### src/rtl/pim_job_arbiter_pkg.sv
// Shared types for the PIM job arbiter: address width, default requester count
// and the arbiter FSM encoding.
package pim_job_arbiter_pkg;

  localparam int LEN         = 32;
  localparam int PIM_NUM_REQ = 4;

  typedef enum logic [1:0] {
    IDLE  = 2'd0,
    ISSUE = 2'd1,
    WAIT  = 2'd2,
    RESP  = 2'd3
  } arb_state_t;

endpackage

### src/rtl/pim_job_arbiter_rr_select.sv
// Round-robin selector: first valid requester searched upward from (last_i + 1)
// modulo NUM_REQ. Purely combinational.
module rr_select
  import pim_job_arbiter_pkg::*;
#(
  parameter  int NUM_REQ = PIM_NUM_REQ,
  localparam int IDXW    = $clog2(NUM_REQ)
) (
  input  logic [NUM_REQ-1:0] valid_i,
  input  logic [IDXW-1:0]    last_i,
  output logic [NUM_REQ-1:0] grant_o,
  output logic [IDXW-1:0]    idx_o,
  output logic               any_o
);

  int            cand;
  logic [IDXW-1:0] cand_idx;

  always_comb begin
    grant_o  = '0;
    idx_o    = '0;
    any_o    = 1'b0;
    cand     = 0;
    cand_idx = '0;
    for (int k = 1; k <= NUM_REQ; k++) begin
      cand     = (int'(last_i) + k) % NUM_REQ;
      cand_idx = IDXW'(cand);
      if (!any_o && valid_i[cand_idx]) begin
        any_o             = 1'b1;
        idx_o             = cand_idx;
        grant_o[cand_idx] = 1'b1;
      end
    end
  end

endmodule

### src/rtl/pim_job_arbiter.sv
// Round-robin job arbiter in front of a shared matrix engine.
// Optional WAIT watchdog enabled by defining PIM_ARB_TIMEOUT_EN.
//
// state | meaning
// IDLE  | grant one requester, latch its addresses and index
// ISSUE | one-cycle eng_start to the engine
// WAIT  | engine running; only here is eng_done honoured
// RESP  | one-cycle req_done (and req_err on watchdog expiry) to the owner
module pim_job_arbiter
  import pim_job_arbiter_pkg::*;
#(
  parameter  int NUM_REQ        = PIM_NUM_REQ,
  parameter  int TIMEOUT_CYCLES = 1024,
  localparam int IDXW           = $clog2(NUM_REQ)
) (
  input  logic                          clk,
  input  logic                          rst,
  input  logic [NUM_REQ-1:0]            req_valid,
  input  logic [NUM_REQ-1:0][LEN-1:0]   req_src1_addr,
  input  logic [NUM_REQ-1:0][LEN-1:0]   req_src2_addr,
  input  logic [NUM_REQ-1:0][LEN-1:0]   req_dst_addr,
  output logic [NUM_REQ-1:0]            req_ready,
  output logic [NUM_REQ-1:0]            req_done,
  output logic [NUM_REQ-1:0]            req_err,
  output logic                          eng_start,
  output logic [LEN-1:0]                eng_src1_addr,
  output logic [LEN-1:0]                eng_src2_addr,
  output logic [LEN-1:0]                eng_dst_addr,
  input  logic                          eng_done,
  output logic                          busy,
  output logic [IDXW-1:0]               owner
);

  if (NUM_REQ < 2 || NUM_REQ > 8 || TIMEOUT_CYCLES < 2) begin : g_param_check
    $error("pim_job_arbiter: NUM_REQ must be 2..8 and TIMEOUT_CYCLES >= 2");
  end

  arb_state_t      state_q, state_d;
  logic [IDXW-1:0] owner_q, owner_d;
  logic [IDXW-1:0] last_q, last_d;
  logic [LEN-1:0]  src1_q, src1_d;
  logic [LEN-1:0]  src2_q, src2_d;
  logic [LEN-1:0]  dst_q, dst_d;

  logic [NUM_REQ-1:0] rr_grant;
  logic [IDXW-1:0]    rr_idx;
  logic               rr_any;
  logic [NUM_REQ-1:0] owner_oh;
  logic               tmo_hit;

  rr_select #(.NUM_REQ(NUM_REQ)) u_rr_select (
    .valid_i (req_valid),
    .last_i  (last_q),
    .grant_o (rr_grant),
    .idx_o   (rr_idx),
    .any_o   (rr_any)
  );

  always_ff @(posedge clk or negedge rst) begin
    if (!rst) begin
      state_q <= IDLE;
      owner_q <= '0;
      last_q  <= IDXW'(NUM_REQ - 1);
      src1_q  <= '0;
      src2_q  <= '0;
      dst_q   <= '0;
    end else begin
      state_q <= state_d;
      owner_q <= owner_d;
      last_q  <= last_d;
      src1_q  <= src1_d;
      src2_q  <= src2_d;
      dst_q   <= dst_d;
    end
  end

  always_comb begin
    state_d = state_q;
    owner_d = owner_q;
    last_d  = last_q;
    src1_d  = src1_q;
    src2_d  = src2_q;
    dst_d   = dst_q;
    case (state_q)
      IDLE: begin
        if (rr_any) begin
          state_d = ISSUE;
          owner_d = rr_idx;
          src1_d  = req_src1_addr[rr_idx];
          src2_d  = req_src2_addr[rr_idx];
          dst_d   = req_dst_addr[rr_idx];
        end
      end
      ISSUE: state_d = WAIT;
      WAIT: begin
        if (eng_done || tmo_hit) state_d = RESP;
      end
      RESP: begin
        state_d = IDLE;
        last_d  = owner_q;
      end
      default: state_d = IDLE;
    endcase
  end

  assign owner_oh      = NUM_REQ'(1) << owner_q;
  assign req_ready     = (state_q == IDLE) ? rr_grant : '0;
  assign req_done      = (state_q == RESP) ? owner_oh : '0;
  assign eng_start     = (state_q == ISSUE);
  assign busy          = (state_q != IDLE);
  assign owner         = owner_q;
  assign eng_src1_addr = src1_q;
  assign eng_src2_addr = src2_q;
  assign eng_dst_addr  = dst_q;

`ifdef PIM_ARB_TIMEOUT_EN
  localparam int CW = $clog2(TIMEOUT_CYCLES);

  logic [CW-1:0] tmo_q, tmo_d;
  logic          err_q, err_d;

  // Loaded in ISSUE so the terminal count lands on the TIMEOUT_CYCLES-th WAIT cycle.
  assign tmo_hit = (state_q == WAIT) && (tmo_q == '0);

  always_comb begin
    tmo_d = '0;
    if (state_q == ISSUE) begin
      tmo_d = CW'(TIMEOUT_CYCLES - 1);
    end else if (state_q == WAIT && tmo_q != '0) begin
      tmo_d = tmo_q - CW'(1);
    end
  end

  always_comb begin
    err_d = err_q;
    if (state_q == IDLE) begin
      err_d = 1'b0;
    end else if (state_q == WAIT && !eng_done && tmo_hit) begin
      err_d = 1'b1;
    end
  end

  always_ff @(posedge clk or negedge rst) begin
    if (!rst) begin
      tmo_q <= '0;
      err_q <= 1'b0;
    end else begin
      tmo_q <= tmo_d;
      err_q <= err_d;
    end
  end

  assign req_err = (state_q == RESP && err_q) ? owner_oh : '0;
`else
  assign tmo_hit = 1'b0;
  assign req_err = '0;
`endif

endmodule

### config.mk
export PLATFORM = sky130hd
export DESIGN_NAME = pim_job_arbiter
export DESIGN_NICKNAME = d
export VERILOG_FILES = /design/src/rtl/pim_job_arbiter_pkg.sv /design/src/rtl/pim_job_arbiter_rr_select.sv /design/src/rtl/pim_job_arbiter.sv
export SDC_FILE = /design/constraint.sdc
export NUM_CORES = 1
export LEC_CHECK = 0
export ABC_AREA = 1
export BUFFER_PORTS_ARGS = -buffer_cell sky130_fd_sc_hd__buf_4
export CAP_MARGIN = 40
export CORE_AREA = 2 2 197 199
export CTS_CLUSTER_DIAMETER = 60
export CTS_CLUSTER_SIZE = 30
export DETAILED_ROUTE_END_ITERATION = 10
export DIE_AREA = 0 0 199 201
export MAX_ROUTING_LAYER = met4
export PLACE_DENSITY = 0.58
export SYNTH_ARGS = -nofsm -noshare
export SYNTH_HDL_FRONTEND = slang
export SYNTH_SLANG_ARGS = --single-unit
### constraint.sdc
create_clock -name clk -period 2.24 [get_ports clk]
set_input_delay 0.112 -clock clk [delete_from_list [all_inputs] [get_ports clk]]
set_output_delay 0.112 -clock clk [all_outputs]
set_load 0.01 [all_outputs]
Word-level counts from Yosys, hierarchy flattened
Index checks and enable logic that the tools add are counted.
{"block": "word_totals", "ff_bits": 102, "out_inout_bits": 112}
{"block": "op_classes", "shift": 1, "reduce_logical": 14, "muxes": 39, "order_cmp": 9, "add_sub_neg": 4, "n_bitwise": 3, "n_eq_ne": 5}
{"op": "32-bit binary-select mux with 2-bit select", "n": 3}
{"op": "32-bit two-way mux", "n": 3}
{"op": "4-bit two-way mux", "n": 6}
{"op": "2-bit by 3-bit < comparator with 1-bit output (second input constant)", "n": 5}
{"op": "1-bit two-way mux", "n": 12}
{"op": "2-bit two-way mux", "n": 6}
{"op": "4-bit OR", "n": 3}
{"op": "1-bit binary-select mux with 2-bit select", "n": 4}
{"op": "1-bit demux with 2-bit select", "n": 4}
{"op": "2-bit by 1-bit >= comparator with 1-bit output (second input constant)", "n": 4}
{"op": "2-bit case mux with 4 select lines", "n": 1}
{"op": "1-bit logical AND", "n": 7}
{"op": "2-bit by 1-bit adder with 2-bit output (second input constant)", "n": 2}
{"op": "2-bit adder (second input constant)", "n": 2}
{"op": "2-bit equality test (second input constant)", "n": 2}
{"op": "2-bit inequality test (second input constant)", "n": 2}
{"op": "2-bit AND reduction", "n": 2}
{"op": "1-bit by 2-bit << shifter with 4-bit output (first input constant)", "n": 1}
{"op": "1-bit logical NOT", "n": 3}
{"op": "2-bit by 1-bit equality test with 1-bit output (second input constant)", "n": 1}
{"op": "2-bit logical NOT", "n": 1}
{"op": "2-bit nonzero test", "n": 1}

Depth between registers and ports, before layout
Gate-level depths: netlist of run 1.
{"block": "depth", "word_depth": 15, "mapped_depth": 18, "ltp_nobuf": 15}

Cells and area by module
A second synthesis of run 1 with hierarchy kept.
{"block": "unflattened", "hier_cells": 1425, "area_unflattened_um2": 8109.0}
{"mod": "pim_job_arbiter", "cells_each": 1344, "instances": 1, "area_each_um2": 7573.5}
{"mod": "rr_select", "cells_each": 81, "instances": 1, "area_each_um2": 535.5}

Worst setup path before layout of run 1
Ideal clock, no wire load.
{"block": "synth_timing", "path_kind": "flip-flop to flip-flop", "startpoint": "reg last_q[0]", "endpoint": "reg dst_q[0] (netlist: eng_dst_addr[0])", "slack_ns": -0.181, "period_less_slack_ns": 2.421, "t_required_ns": 2.123, "path_stages_with_launch": 18, "t_arrival_ns": 2.304, "n_path_buf": 3, "path_cell_list": "dfstp_2 buf_6 inv_4 ha_1 inv_1 nand3_1 nand2_1 inv_1 nand2_1 nand2_1 a21oi_2 inv_2 buf_6 buf_6 nand3_1 nand2_1 nand2_1 nand2_1"}
{"block": "synth_via", "elab_chain_cells": 15, "elab_cells_between_ends": 29}
{"element": "start: declaration", "line_no": "pim_job_arbiter.sv:40", "text": "logic [IDXW-1:0] last_q, last_d;"}
{"element": "start signal: assignment", "line_no": "pim_job_arbiter.sv:63", "text": "last_q <= IDXW'(NUM_REQ - 1);"}
{"element": "start signal: assignment", "line_no": "pim_job_arbiter.sv:70", "text": "last_q <= last_d;"}
{"element": "2-bit by 1-bit adder with 2-bit output", "line_no": "pim_job_arbiter_rr_select.sv:26", "text": "cand = (int'(last_i) + k) % NUM_REQ;"}
{"element": "1-bit binary-select mux with 2-bit select", "line_no": "pim_job_arbiter_rr_select.sv:28", "text": "if (!any_o && valid_i[cand_idx]) begin"}
{"element": "1-bit two-way mux (not written as such)", "line_no": "pim_job_arbiter_rr_select.sv:28"}
{"element": "1-bit two-way mux", "line_no": "pim_job_arbiter_rr_select.sv:28"}
{"element": "1-bit logical NOT", "line_no": "pim_job_arbiter_rr_select.sv:28"}
{"element": "1-bit logical AND", "line_no": "pim_job_arbiter_rr_select.sv:28"}
{"element": "1-bit two-way mux", "line_no": "pim_job_arbiter_rr_select.sv:28"}
{"element": "1-bit logical NOT", "line_no": "pim_job_arbiter_rr_select.sv:28"}
{"element": "1-bit logical AND", "line_no": "pim_job_arbiter_rr_select.sv:28"}
{"element": "1-bit two-way mux", "line_no": "pim_job_arbiter_rr_select.sv:28"}
{"element": "1-bit logical NOT", "line_no": "pim_job_arbiter_rr_select.sv:28"}
{"element": "1-bit logical AND", "line_no": "pim_job_arbiter_rr_select.sv:28"}
{"element": "2-bit two-way mux", "line_no": "pim_job_arbiter_rr_select.sv:28"}
{"element": "32-bit binary-select mux with 2-bit select", "line_no": "pim_job_arbiter.sv:91", "text": "dst_d = req_dst_addr[rr_idx];"}
{"element": "32-bit two-way mux (not written as such)", "line_no": "pim_job_arbiter.sv:91"}
{"element": "end signal: assignment", "line_no": "pim_job_arbiter.sv:73", "text": "dst_q <= dst_d;"}
{"element": "end: declaration", "line_no": "pim_job_arbiter.sv:43", "text": "logic [LEN-1:0] dst_q, dst_d;"}
Parallel ways exist; a longest one is shown, timed or not. The select of a mux whose other input is x is not followed.
A chain may end at the register's enable or synchronous reset.

Worst setup path in the final report of run 1
{"block": "layout_timing", "startpoint": "reg last_q[0]", "endpoint": "reg src2_q[3] (netlist: eng_src2_addr[3])"}
{"block": "layout_via", "elab_chain_cells": 15, "elab_cells_between_ends": 29}
{"element": "2-bit by 1-bit adder with 2-bit output", "line_no": "pim_job_arbiter_rr_select.sv:26"}
{"element": "1-bit binary-select mux with 2-bit select", "line_no": "pim_job_arbiter_rr_select.sv:28"}
{"element": "1-bit two-way mux (not written as such)", "line_no": "pim_job_arbiter_rr_select.sv:28"}
{"element": "1-bit two-way mux", "line_no": "pim_job_arbiter_rr_select.sv:28"}
{"element": "1-bit logical NOT", "line_no": "pim_job_arbiter_rr_select.sv:28"}
{"element": "1-bit logical AND", "line_no": "pim_job_arbiter_rr_select.sv:28"}
{"element": "1-bit two-way mux", "line_no": "pim_job_arbiter_rr_select.sv:28"}
{"element": "1-bit logical NOT", "line_no": "pim_job_arbiter_rr_select.sv:28"}
{"element": "1-bit logical AND", "line_no": "pim_job_arbiter_rr_select.sv:28"}
{"element": "1-bit two-way mux", "line_no": "pim_job_arbiter_rr_select.sv:28"}
{"element": "1-bit logical NOT", "line_no": "pim_job_arbiter_rr_select.sv:28"}
{"element": "1-bit logical AND", "line_no": "pim_job_arbiter_rr_select.sv:28"}
{"element": "2-bit two-way mux", "line_no": "pim_job_arbiter_rr_select.sv:28"}
{"element": "32-bit binary-select mux with 2-bit select", "line_no": "pim_job_arbiter.sv:90", "text": "src2_d = req_src2_addr[rr_idx];"}
{"element": "32-bit two-way mux (not written as such)", "line_no": "pim_job_arbiter.sv:90"}
{"element": "end signal: assignment", "line_no": "pim_job_arbiter.sv:72", "text": "src2_q <= src2_d;"}
{"element": "end: declaration", "line_no": "pim_job_arbiter.sv:42", "text": "logic [LEN-1:0] src2_q, src2_d;"}
Parallel ways exist; a longest one is shown, timed or not. The select of a mux whose other input is x is not followed.

==> results of run 1 <==
## timing repair
| action | CTS | global route |
|---|---|---|
| setup buffers | 24 | 11 |
| endpoints found under the setup margin | 101 | 102 |
| hold endpoints to repair | 111 | 0 |
| resized for setup | 228 | 89 |
| hold buffers | 12 | 0 |
| cloned | 30 | 16 |
| pin swaps | 98 | 59 |
## flip-flops by register name (all words and copies together) (netlist names)
name / cells
last_q: 2
eng_src1_addr: 32
eng_src2_addr: 32
eng_dst_addr: 32
owner: 2
state_q: 2
## synthesized netlist by cell type, drive strengths merged
library cell  count  area (µm²)
o21ai             7        35.0
a21boi            1        7.51
clkbuf            8        31.3
conb              1        3.75
buf              93         572
a22oi             1        7.51
nand2           540        2050
and2              1        6.26
o211ai           23         173
dfstp             2        52.6
dfrtp           100        2500
ha               12         150
a31oi             3        18.8
nand3           347        1740
nor2              9        60.1
nand4             2        18.8
a21oi             4        23.8
o221ai            1        8.76
inv             362        1360
nor3              2        10.0
or2              24         150
o22ai             3        18.8
## area by class of cell
cell class | count | area (µm²) | area share
timing repair buffer | 651 | 6390 | 0.378
tap | 518 | 648 | 0.0383
clock buffer | 11 | 253 | 0.0149
multi-input combinational | 986 | 5640 | 0.333
clock inverter | 5 | 56.3 | 0.00333
sequential | 102 | 2550 | 0.151
inverter | 362 | 1380 | 0.0817
## per-stage QoR
step	instance area, µm²	utilization	total power [mW]	instances
floorplan	9090	-	16.2	1549
global placement	13600	0.358	22.7	2530
detailed placement	13600	0.358	22.9	2530
CTS	16100	0.421	33.8	2611
global route	16900	0.444	39.6	2635
finish	16900	0.444	37.1	2635
## kinds of logic (layout without fill, tap and decap cells)
group	after synthesis	in the layout	share of synthesized area
AND/OR/NAND/NOR	925	927	0.448
adder cells (fa/ha/maj)	12	12	0.0167
buffers and inverters	463	1029	0.218
other	1	4	0.000417
AO/OA/AOI/OAI	43	43	0.0325
flip-flops	102	102	0.284
## power groups by stage
stage | sequential [mW] | clock, mW | combinational [mW]
after floorplan | 3.74 | 0 | 12.4
after global placement | 3.44 | 0 | 19.3
after detailed placement | 3.44 | 0 | 19.5
after CTS | 3.43 | 1.82 | 28.5
after global routing | 3.54 | 1.87 | 34.2
final | 3.43 | 1.75 | 31.9
## metal layers
layer	vias up	global-route usage	wire length [µm]
met5	-	-	0
met2	528	0.367	23300
li1	5796	-	-
met1	5547	0.254	18400
met4	0	0.0778	1600
met3	95	0.0428	3360
## critical path, stage by stage (launching register included)
cell and delay, ns:
dfstp_2 0.57, inv_6 0.05, ha_4 0.30, inv_4 0.04, nand2_4 0.06, nand2_4 0.08, nor2_8 0.14, nand2_4 0.10
nand3_4 0.16, buf_12 0.15, nand2_8 0.08, buf_12 0.14, buf_6 0.11, or2_1 0.21, nand3_2 0.08, nand3_2 0.07
## worst paths after layout
path / end / slack, ns / cells after the start
max: eng_src2_addr[3]$_DFFE_PN0P_ / -0.24 / 15
min: eng_src2_addr[3]$_DFFE_PN0P_ / 0.01 / 3
max reg2reg: eng_src2_addr[3]$_DFFE_PN0P_ / -0.24 / 15
min reg2reg: eng_dst_addr[5]$_DFFE_PN0P_ / 0.48 / 2
max in group asynchronous: eng_src1_addr[13]$_DFFE_PN0P_ / 1.37 / 3
min in group asynchronous: eng_dst_addr[23]$_DFFE_PN0P_ / 0.35 / 3
==> impl_table.tex, run 1 <==
\begin{tabular}{lr}
\hline
Metric & Value \\
\hline
\multicolumn{2}{l}{\textbf{Status}} \\
\quad Status & finished with violations \\
\quad Violations in the final reports & setup timing \\
\multicolumn{2}{l}{\textbf{Route}} \\
\quad Drt drc & 0 \\
\quad Number of design-rule violations left by the first detailed-router iteration & roughly 600 \\
\quad Antenna-violating nets left & 0 \\
\quad Detailed-route vias per instance & approximately 4.5 \\
\quad DRT Wirelength & between 40,000 and 50,000 µm \\
\quad Vias & roughly 12,000 \\
\quad Final routed wire length divided by cell count & between 15 and 20 µm \\
\quad Number of detailed-routing iterations run before antenna repair & 5 \\
\multicolumn{2}{l}{\textbf{Worst setup path}} \\
\quad WS Path Type & flip-flop to flip-flop \\
\quad Source of the worst register-to-register timing path & last\_q[0]\$\_DFFE\_PN1P\_ \\
\quad Launch point of the critical path & last\_q[0]\$\_DFFE\_PN1P\_ \\
\quad Setup crit end kind & flip-flop \\
\quad Critical path launch point type & flip-flop \\
\quad Largest fanout of any net on the critical path & 6 \\
\quad Data required time of the worst path & $\sim$2.5 ns \\
\quad Critical path data arrival time & between 2 and 3 ns \\
\multicolumn{2}{l}{\textbf{Die}} \\
\quad Effective utilization at floorplan & 0.236 \\
\quad Area of the die & $\sim$0.04 mm² \\
\quad Standard-cell row count & $\sim$70 \\
\quad Die W & just under 200 µm \\
\quad Vertical die dimension & 201 µm \\
\quad Core region area & 0.0381 mm² \\
\quad Top-Level Pins & between 500 and 600 \\
\multicolumn{2}{l}{\textbf{Yosys}} \\
\quad Flip-flop and latch count after synthesis & a little over 100 \\
\quad Warning count from the yosys run & 0 \\
\quad Synth Cell Area & approximately 0.009 mm² \\
\quad Synth Area per Inst & 5.82 µm² \\
\quad Post-Synthesis Cells & 1,546 \\
\quad Sequential share of the synthesized area & 0.284 \\
\quad Number of unique standard cell types used by synthesis & 37 \\
\multicolumn{2}{l}{\textbf{STA}} \\
\quad Setup Skew & between 0.008 and 0.009 ns \\
\quad Slew at the pin closest to its max-slew limit & 0.657 ns \\
\quad Worst slew margin & 0.562 \\
\quad Unrepaired setup endpoints after global routing & true \\
\quad Post-route minimum period & between 2 and 2.5 ns \\
\quad Hold Slack & approximately 0.013 ns \\
\quad Fmax & between 0.4 and 0.5 GHz \\
\quad Fraction of the cycle the final worst path needs & 1.11 \\
\quad Final max-slew violation count & 0 \\
\quad Number of setup violations in the final report & slightly above 100 \\
\quad Number of failing hold endpoints at the final stage & 0 \\
\quad Smallest setup slack after layout & -0.238 ns \\
\quad TNS Setup & -16.50 ns \\
\multicolumn{2}{l}{\textbf{CTS}} \\
\quad Reg clk slew, reported paths & about 0.08 ns \\
\quad Worst skew pair latency & around 0.38 ns \\
\quad Clk root buf & clkbuf\_16 \\
\quad Number of buffers on the longest clock path & 2 \\
\quad Inserted Clock Buffers & 9 \\
\quad Clock tree from TritonCTS & built \\
\quad Maximum level of the CTS H-tree & 3 \\
\quad Clock tree sinks & $\sim$100 \\
\multicolumn{2}{l}{\textbf{Power and ir drop}} \\
\quad VDD IR max & 0.000872 V \\
\quad Fraction of power spent switching nets & 0.489 \\
\quad Sequential fraction of design power & 0.093 \\
\quad Standby leakage power & a little under 10 nW \\
\quad Switching component of the power & 18.1 mW \\
\quad Cell-internal power & around 19 mW \\
\quad Proportion of power drawn by the clock network & 0.047 \\
\quad Power per cell area & about 2200 mW/mm² \\
\quad Proportion of power drawn by combinational gates & 0.860 \\
\multicolumn{2}{l}{\textbf{Cells and area}} \\
\quad Most used cells in the layout excluding fill and tap cells & 531 x buf\_4, 482 x nand2\_1, 354 x inv\_1 \\
\quad Most frequent standard cell in the layout excluding fill and tap cells & buf\_4 \\
\quad Fraction of layout instances using a drive strength above 1 & 0.417 \\
\quad Antenna Diode Count & 0 \\
\quad Layout-stage area growth over the synthesis result & 87.9\% \\
\quad Fillers & 3,762 \\
\quad Net count of the finished layout & roughly 2,500 \\
\multicolumn{2}{l}{\textbf{Min path}} \\
\quad Worst min path class & input port to flip-flop \\
\quad Start point of the worst hold path & req\_src2\_addr[99] \\
\multicolumn{2}{l}{\textbf{Placement}} \\
\quad Half-perimeter wire length after detailed placement & 29,000 µm \\
\quad Number of port buffers & $\sim$500 \\
\quad Routability congestion estimate from global placement & $\sim$0.91 \\
\quad Post-place setup slack & -0.427 ns \\
\multicolumn{2}{l}{\textbf{Global route}} \\
\quad Via count of the first global-routing pass & around 12,000 \\
\quad Global-route wire length before repair & between 60,000 and 70,000 µm \\
\quad Global-route usage over all layers & 0.217 \\
\quad Initial antenna violation count & 0 \\
\quad Maximum number of pins on one net before global-route repair & approximately 100 \\
\quad Remaining Overflow, GRT & 0 \\
\multicolumn{2}{l}{\textbf{Job}} \\
\quad Count of max-cap constraint violations & 0 \\
\hline
\end{tabular}
Note: power is estimated with default switching activity, not from simulation.
==> run 2, diff against run 1 <==
PLACE_DENSITY = 0.56   (was 0.58)
clock period = 3.02 ns   (was 2.24 ns; I/O delays follow)
==> run 2 against run 1 <==
Net effect:
- the run now ends clean
- core utilization fell by 8.7 points
- via count fell by 7.9%
- count of clock-buffer cells in the layout rose by 1
- sequential power fell by 26%
- die area did not move
- global-route usage fell by 3.2 points
- power fell by 53%
- hold slack improved by 0.035 ns
- fmax fell by 12%
- cell area fell by 20%
- non-clock buffer count fell by 125
- critical path type unchanged
- highest routed layer unchanged
==> impl_table.tex, run 2 (synthesis results as in run 1) <==
\begin{tabular}{lr}
\hline
Metric & Value \\
\hline
\multicolumn{2}{l}{\textbf{Min path}} \\
\quad Worst min path class & input port to flip-flop \\
\multicolumn{2}{l}{\textbf{STA}} \\
\quad Unrepaired setup endpoints after global routing & true \\
\quad Smallest setup slack after layout & 0.201 ns \\
\quad Fmax & approximately 0.35 GHz \\
\quad TNS Setup & 0 ns \\
\quad Worst slew margin & 0.479 \\
\quad Hold Slack & between 0.04 and 0.05 ns \\
\quad Final max-slew violation count & 0 \\
\quad Setup Skew & 0.0104 ns \\
\quad Number of setup violations in the final report & 0 \\
\quad Fraction of the cycle the final worst path needs & 0.933 \\
\quad Slew at the pin closest to its max-slew limit & about 0.78 ns \\
\quad Post-route minimum period & 2.82 ns \\
\quad Number of failing hold endpoints at the final stage & 0 \\
\multicolumn{2}{l}{\textbf{Global route}} \\
\quad Remaining Overflow, GRT & 0 \\
\quad Global-route wire length before repair & around 56,000 µm \\
\quad Initial antenna violation count & 1 \\
\quad Maximum number of pins on one net before global-route repair & 98 \\
\quad Via count of the first global-routing pass & roughly 10,000 \\
\quad Global-route usage over all layers & 0.184 \\
\multicolumn{2}{l}{\textbf{Route}} \\
\quad Vias & 11,020 \\
\quad DRT Wirelength & between 30,000 and 40,000 µm \\
\quad Detailed-route vias per instance & about 4.4 \\
\quad Highest layer used for signal routing & met4 \\
\quad Number of design-rule violations left by the first detailed-router iteration & around 530 \\
\quad Antenna-violating nets left & 0 \\
\quad Wl on met1 & between 15,000 and 20,000 µm \\
\quad Detailed route wirelength on metal3 & roughly 2700 µm \\
\quad Amount of wire on met2 after detailed routing & 17,900 µm \\
\quad Drt drc & 0 \\
\quad Number of detailed-routing iterations run before antenna repair & 5 \\
\quad Final routed wire length divided by cell count & about 15 µm \\
\multicolumn{2}{l}{\textbf{Cells and area}} \\
\quad Finished Layout Cells & about 2,500 \\
\quad Post-route cell area & between 0.01 and 0.015 mm² \\
\quad Layout-stage area growth over the synthesis result & 50.9\% \\
\quad Most frequent standard cell in the layout excluding fill and tap cells & nand2\_1 \\
\quad Utilization after layout & 0.357 \\
\quad Most used cells in the layout excluding fill and tap cells & 531 x nand2\_1, 509 x buf\_4, 357 x inv\_1 \\
\quad Net count of the finished layout & about 2,400 \\
\quad Fraction of layout instances using a drive strength above 1 & 0.287 \\
\multicolumn{2}{l}{\textbf{CTS}} \\
\quad Number of post-CTS setup repair buffers & 0 \\
\quad Clk root buf & clkbuf\_16 \\
\quad Number of buffers on the longest clock path & 2 \\
\quad Clock tree sinks & approximately 100 \\
\quad Maximum level of the CTS H-tree & 3 \\
\quad Worst skew pair latency & between 0.3 and 0.4 ns \\
\quad Reg clk slew, reported paths & about 0.080 ns \\
\quad Inserted Clock Buffers & 9 \\
\quad Clock tree from TritonCTS & built \\
\multicolumn{2}{l}{\textbf{Die}} \\
\quad Vertical die dimension & roughly 200 µm \\
\quad Top-Level Pins & 503 \\
\quad Core region area & between 0.03 and 0.04 mm² \\
\quad Standard-cell row count & just over 70 \\
\quad Die W & approximately 200 µm \\
\quad Effective utilization at floorplan & 0.236 \\
\quad Area of the die & roughly 0.04 mm² \\
\multicolumn{2}{l}{\textbf{Placement}} \\
\quad Area of placed instances & approximately 0.013 mm² \\
\quad Routability congestion estimate from global placement & $\sim$0.93 \\
\quad Post-place setup slack & roughly 0.19 ns \\
\quad Half-perimeter wire length after detailed placement & $\sim$28,000 µm \\
\quad Number of port buffers & between 400 and 500 \\
\quad Placed instance count & about 2,500 \\
\multicolumn{2}{l}{\textbf{Worst setup path}} \\
\quad WS Path Type & flip-flop to flip-flop \\
\quad Data required time of the worst path & around 3.3 ns \\
\quad Setup crit end kind & flip-flop \\
\quad Critical path launch point type & flip-flop \\
\quad Critical path data arrival time & $\sim$3.1 ns \\
\quad Largest fanout of any net on the critical path & 97 \\
\multicolumn{2}{l}{\textbf{Power and ir drop}} \\
\quad Standby leakage power & around 8.4 nW \\
\quad Total power & 17.4 mW \\
\quad Power per cell area & 1280 mW/mm² \\
\quad VDD IR max & about 0.0012 V \\
\multicolumn{2}{l}{\textbf{Status}} \\
\quad Status & finished, final reports clean \\
\multicolumn{2}{l}{\textbf{Job}} \\
\quad Count of max-cap constraint violations & 0 \\
\hline
\end{tabular}
run 2: cell type report:
class / instances / area, µm²
Sequential cell: 102 / 2550
Clock inverter: 4 / 75.1
Fill cell: 4224 / 24500
Tap cell: 518 / 648
Timing Repair Buffer: 526 / 4150
Clock buffer: 12 / 236
Antenna cell: 1 / 2.50
Inverter: 362 / 1360
Multi-Input combinational cell: 984 / 4560
run 2: report_power, final:
group	internal (mW)	switching, mW	total [mW]
logic	4.95	8.61	13.6
registers	2.11	0.420	2.53
clock network	0.730	0.563	1.29
run 2: path summary, 6_finish.rpt:
path	slack [ns]	startpoint	end	cells after the start
max in group asynchronous	1.81	rst	last_q[1]$_DFFE_PN1P_	3
setup reg to reg	0.20	last_q[0]$_DFFE_PN1P_	eng_dst_addr[1]$_DFFE_PN0P_	14
hold / removal	0.05	req_src2_addr[121]	eng_src2_addr[25]$_DFFE_PN0P_	3
min in group asynchronous	0.40	rst	eng_src1_addr[19]$_DFFE_PN0P_	2
hold reg to reg	0.48	eng_src2_addr[30]$_DFFE_PN0P_	eng_src2_addr[30]$_DFFE_PN0P_	2
setup / recovery	0.20	last_q[0]$_DFFE_PN1P_	eng_dst_addr[1]$_DFFE_PN0P_	14
run 2: worst max-delay path, stage by stage (launching register included):
cell,delay [ns]
dfstp_2,0.56
inv_4,0.07
ha_1,0.34
nand3_1,0.16
nand2_4,0.16
inv_2,0.08
nand2_2,0.14
nand2_1,0.11
nand2_4,0.15
buf_16,0.29
nand3_1,0.24
nand3_1,0.14
nand2_1,0.06
nand2_1,0.05
nand2_1,0.05
run 2: routing by layer:
layer / global-route usage / vias to the layer above
met2: 0.306 / 445
met4: 0.0504 / 0
met1: 0.227 / 5001
met5: - / -
met3: 0.0370 / 67
li1: - / 5507
run 2: repair_timing:
item                                    4_1_cts  5_1_grt
gates resized for setup                       0        7
endpoints found under the setup margin        0       25
hold buffers                                  1        0
hold endpoints to repair                     51        0
==> run 3, diff against run 2 <==
CORE_AREA = 2 2 194 196   (was 2 2 197 199)
DIE_AREA = 0 0 196 198   (was 0 0 199 201)
PLACE_DENSITY = 0.55   (was 0.56)
SYNTH_HIERARCHICAL = 1   (was default)
==> run 3 against run 2 <==
Net effect:
- die area shrank 3.0%
- critical path type unchanged
- largest power group unchanged
- sequential power barely moved
- cell area down 6.2%
- critical path depth increased by 1
- count of clock-buffer cells in the layout down 3
- via count shrank 9.5%
- flip-flop and latch count unchanged
- setup slack improved by 0.0086 ns
==> impl_table.tex, run 3 <==
\begin{tabular}{lr}
\hline
Metric & Value \\
\hline
\multicolumn{2}{l}{\textbf{Status}} \\
\quad Status & finished, final reports clean \\
\multicolumn{2}{l}{\textbf{Route}} \\
\quad Antenna-violating nets left & 0 \\
\quad DRT Wirelength & around 35,000 µm \\
\quad Detailed-route vias per instance & $\sim$4.2 \\
\quad Final routed wire length divided by cell count & between 10 and 15 µm \\
\quad Drt drc & 0 \\
\quad Number of detailed-routing iterations run before antenna repair & 4 \\
\quad Vias & 9,975 \\
\quad Number of design-rule violations left by the first detailed-router iteration & between 300 and 400 \\
\multicolumn{2}{l}{\textbf{Worst setup path}} \\
\quad R2R Setup Slk & $\sim$0.21 ns \\
\quad Largest fanout of any net on the critical path & 43 \\
\quad Source of the worst register-to-register timing path & last\_q[0]\$\_DFFE\_PN1P\_ \\
\quad Critical path launch point type & flip-flop \\
\quad Crit path buf inv count & 4 \\
\quad Critical path data arrival time & 3.06 ns \\
\quad Slowest stage cell, crit path & dfstp\_2 \\
\quad Setup crit end kind & flip-flop \\
\quad Reg-to-Reg End & eng\_src2\_addr[20]\$\_DFFE\_PN0P\_ \\
\quad Depth of the critical timing path with buffers and inverters included & 15 \\
\quad Delay of the slowest cell on the worst path & about 0.6 ns \\
\quad Top delay family on crit path & simple AND/OR/NAND/NOR gates \\
\quad WS Path Type & flip-flop to flip-flop \\
\quad CP cell instances & inv\_8 > ha\_1 > inv\_2 > nand3\_4 > nand2\_4 > nor2\_4 > nand3\_1 > a21oi\_4 > buf\_12 > buf\_16 > nand2\_1 > nand3\_1 > nand2\_1 > nand2\_1 > nand2\_1 \\
\quad Worst reg2reg path depth & 15 \\
\quad Data required time of the worst path & $\sim$3.3 ns \\
\quad Most repeated library cell on the critical path & nand2\_1 \\
\multicolumn{2}{l}{\textbf{Yosys}} \\
\quad Arithmetic-cell share of the synthesized area counting full adders, half adders and majority gates & 0.0185 \\
\quad Multiplexer share of the synthesized area & 0 \\
\quad Main combinational cell family by area after synthesis & simple AND/OR/NAND/NOR gates \\
\quad Synthesized-area fraction occupied by ao, oa, aoi and oai cells & 0.0120 \\
\quad Leading post-synthesis cells by cell area & nand2\_1 39\%, dfrtp\_1 31\%, nand3\_1 9.6\% \\
\quad Synth Area per Inst & approximately 5.7 µm² \\
\quad Flip-flop and latch count after synthesis & between 100 and 150 \\
\quad Fraction of post-synthesis cell area in the top cell type by area & 0.394 \\
\quad Number of unique standard cell types used by synthesis & 25 \\
\quad Synth Cell Area & roughly 0.0081 mm² \\
\quad Dominant register cell in the synthesized netlist & dfrtp\_1 \\
\quad Top cell types by occurrence after synthesis & 852 x nand2\_1, 171 x inv\_1, 155 x nand3\_1, 100 x dfrtp\_1, 54 x buf\_2 \\
\quad Number of enable flip-flop cells after synthesis & 0 \\
\quad Sequential share of the synthesized area & 0.315 \\
\quad Fraction of the mapped netlist area in simple logic gates & 0.514 \\
\quad Post-Synthesis Cells & around 1,400 \\
\quad Asr flop ratio synth & 1.00 \\
\quad Warning count from the yosys run & 6 \\
\quad Biggest area consumer among synthesized cells & nand2\_1 \\
\quad Most instantiated library cell after synthesis & nand2\_1 \\
\quad Synth Area in XOR/XNOR & 0 \\
\multicolumn{2}{l}{\textbf{Placement}} \\
\quad Routability congestion estimate from global placement & $\sim$0.86 \\
\quad Area of placed instances & between 0.01 and 0.015 mm² \\
\quad Post-place setup slack & approximately 0.16 ns \\
\quad Number of port buffers & 498 \\
\quad Half-perimeter wire length after detailed placement & about 27,000 µm \\
\multicolumn{2}{l}{\textbf{Power and ir drop}} \\
\quad Standby leakage power & $\sim$8 nW \\
\quad Power per cell area & around 1200 mW/mm² \\
\quad Total power & roughly 16 mW \\
\quad VDD IR max & 0.000704 V \\
\multicolumn{2}{l}{\textbf{Die}} \\
\quad Standard-cell row count & slightly above 70 \\
\quad Effective utilization at floorplan & 0.219 \\
\quad Vertical die dimension & between 150 and 200 µm \\
\quad Core region area & roughly 0.037 mm² \\
\quad Die W & $\sim$200 µm \\
\quad Area of the die & 0.0388 mm² \\
\quad Top-Level Pins & 503 \\
\multicolumn{2}{l}{\textbf{STA}} \\
\quad TNS Setup & 0 ns \\
\quad Fmax & between 0.3 and 0.4 GHz \\
\quad Worst slew margin & 0.452 \\
\quad Unrepaired setup endpoints after global routing & false \\
\quad Smallest setup slack after layout & approximately 0.21 ns \\
\quad Slew at the pin closest to its max-slew limit & around 0.8 ns \\
\quad Post-route minimum period & roughly 2.8 ns \\
\quad Final max-slew violation count & 0 \\
\quad Fraction of the cycle the final worst path needs & 0.931 \\
\quad Number of failing hold endpoints at the final stage & 0 \\
\quad Number of setup violations in the final report & 0 \\
\quad Setup Skew & 0.0126 ns \\
\multicolumn{2}{l}{\textbf{CTS}} \\
\quad Clock tree from TritonCTS & built \\
\quad Clk root buf & clkbuf\_16 \\
\quad Reg clk slew, reported paths & roughly 0.08 ns \\
\quad Clock tree sinks & just over 100 \\
\quad Worst skew pair latency & 0.37 ns \\
\quad Maximum level of the CTS H-tree & 3 \\
\quad Number of buffers on the longest clock path & 2 \\
\quad Inserted Clock Buffers & 9 \\
\multicolumn{2}{l}{\textbf{Cells and area}} \\
\quad Fraction of layout instances using a drive strength above 1 & 0.302 \\
\quad Antenna Diode Count & 0 \\
\quad Post-route cell area & approximately 0.013 mm² \\
\quad Most frequent standard cell in the layout excluding fill and tap cells & nand2\_1 \\
\quad Net count of the finished layout & about 2,300 \\
\quad Layout-stage area growth over the synthesis result & 57.1\% \\
\quad Most used cells in the layout excluding fill and tap cells & 851 x nand2\_1, 518 x buf\_4, 171 x inv\_1 \\
\multicolumn{2}{l}{\textbf{Global route}} \\
\quad Initial antenna violation count & 0 \\
\quad Remaining Overflow, GRT & 0 \\
\quad Via count of the first global-routing pass & roughly 9,700 \\
\quad Global-route wire length before repair & between 50,000 and 60,000 µm \\
\quad Global-route usage over all layers & 0.179 \\
\quad Maximum number of pins on one net before global-route repair & a little over 100 \\
\multicolumn{2}{l}{\textbf{Min path}} \\
\quad Worst min path class & input port to flip-flop \\
\quad Start point of the worst hold path & req\_src1\_addr[3] \\
\quad Min-Delay Path Depth & 5 \\
\quad Worst min-delay path endpoint & eng\_src1\_addr[3]\$\_DFFE\_PN0P\_ \\
\multicolumn{2}{l}{\textbf{Job}} \\
\quad Count of max-cap constraint violations & 0 \\
\hline
\end{tabular}
[run 3: tightest hold or removal path, stage by stage]
cell and delay, ns:
buf_4 0.07, nand2_1 0.04, nand2_1 0.05, nand2_1 0.04
nand3_1 0.05
[run 3: area by class of cell]
type,count,area (µm²)
Clock buffer,9,225
Clock inverter,7,55.1
Fill cell,4046,24200
Inverter,177,677
Multi-Input combinational cell,1067,4470
Sequential cell,102,2550
Tap cell,474,593
Timing Repair Buffer,532,4160
[run 3: repair_timing]
item / CTS / global route
endpoints found under the hold margin: 100 / 0
endpoints found under the setup margin: 0 / 33
hold buffers: 1 / 0
resized for setup: 0 / 2
setup buffers: 0 / 2
[run 3: metal layers]
metal,share of wire,GRT usage
met5,0,-
met1,0.42,0.206
met4,0.019,0.0480
met3,0.065,0.0397
met2,0.50,0.317
[run 3: cell families (layout without fill, tap and decap cells)]
family | Yosys count | after routing
AOI/OAI and AO/OA | 17 | 17
and+or+nand+nor | 1033 | 1034
other | 1 | 4
adders and majority gates | 12 | 12
DFF | 102 | 102
buffers and inverters | 260 | 725
[run 3: through the flow]
stage          hold slack [ns]   util  instances
2_1_floorplan           -0.145      -       1428
3_3_place_gp             0.283  0.335       2347
3_5_place_dp             0.286  0.335       2347
4_1_cts                 0.0587  0.343       2364
5_1_grt                 0.0781  0.345       2368
6_report                0.0769  0.345       2368
[run 3: report_power, final]
part           switching (mW)  internal [mW]
Combinational            7.48           4.46
Clock                   0.614          0.574
Sequential              0.412           2.09
Total                    8.51           7.12
[run 3: worst max-delay path by stage]
stage                          startpoint                       endpoint  slack (ns)
global placement    last_q[0]$_DFFE_PN1P_  eng_src2_addr[20]$_DFFE_PN0P_        0.18
floorplan           last_q[0]$_DFFE_PN1P_   eng_dst_addr[13]$_DFFE_PN0P_        0.45
finish              last_q[0]$_DFFE_PN1P_  eng_src2_addr[20]$_DFFE_PN0P_        0.21
global route        last_q[0]$_DFFE_PN1P_  eng_src2_addr[20]$_DFFE_PN0P_       0.008
detailed placement  last_q[0]$_DFFE_PN1P_   eng_src1_addr[7]$_DFFE_PN0P_        0.16
CTS                 last_q[0]$_DFFE_PN1P_   eng_src1_addr[7]$_DFFE_PN0P_        0.13
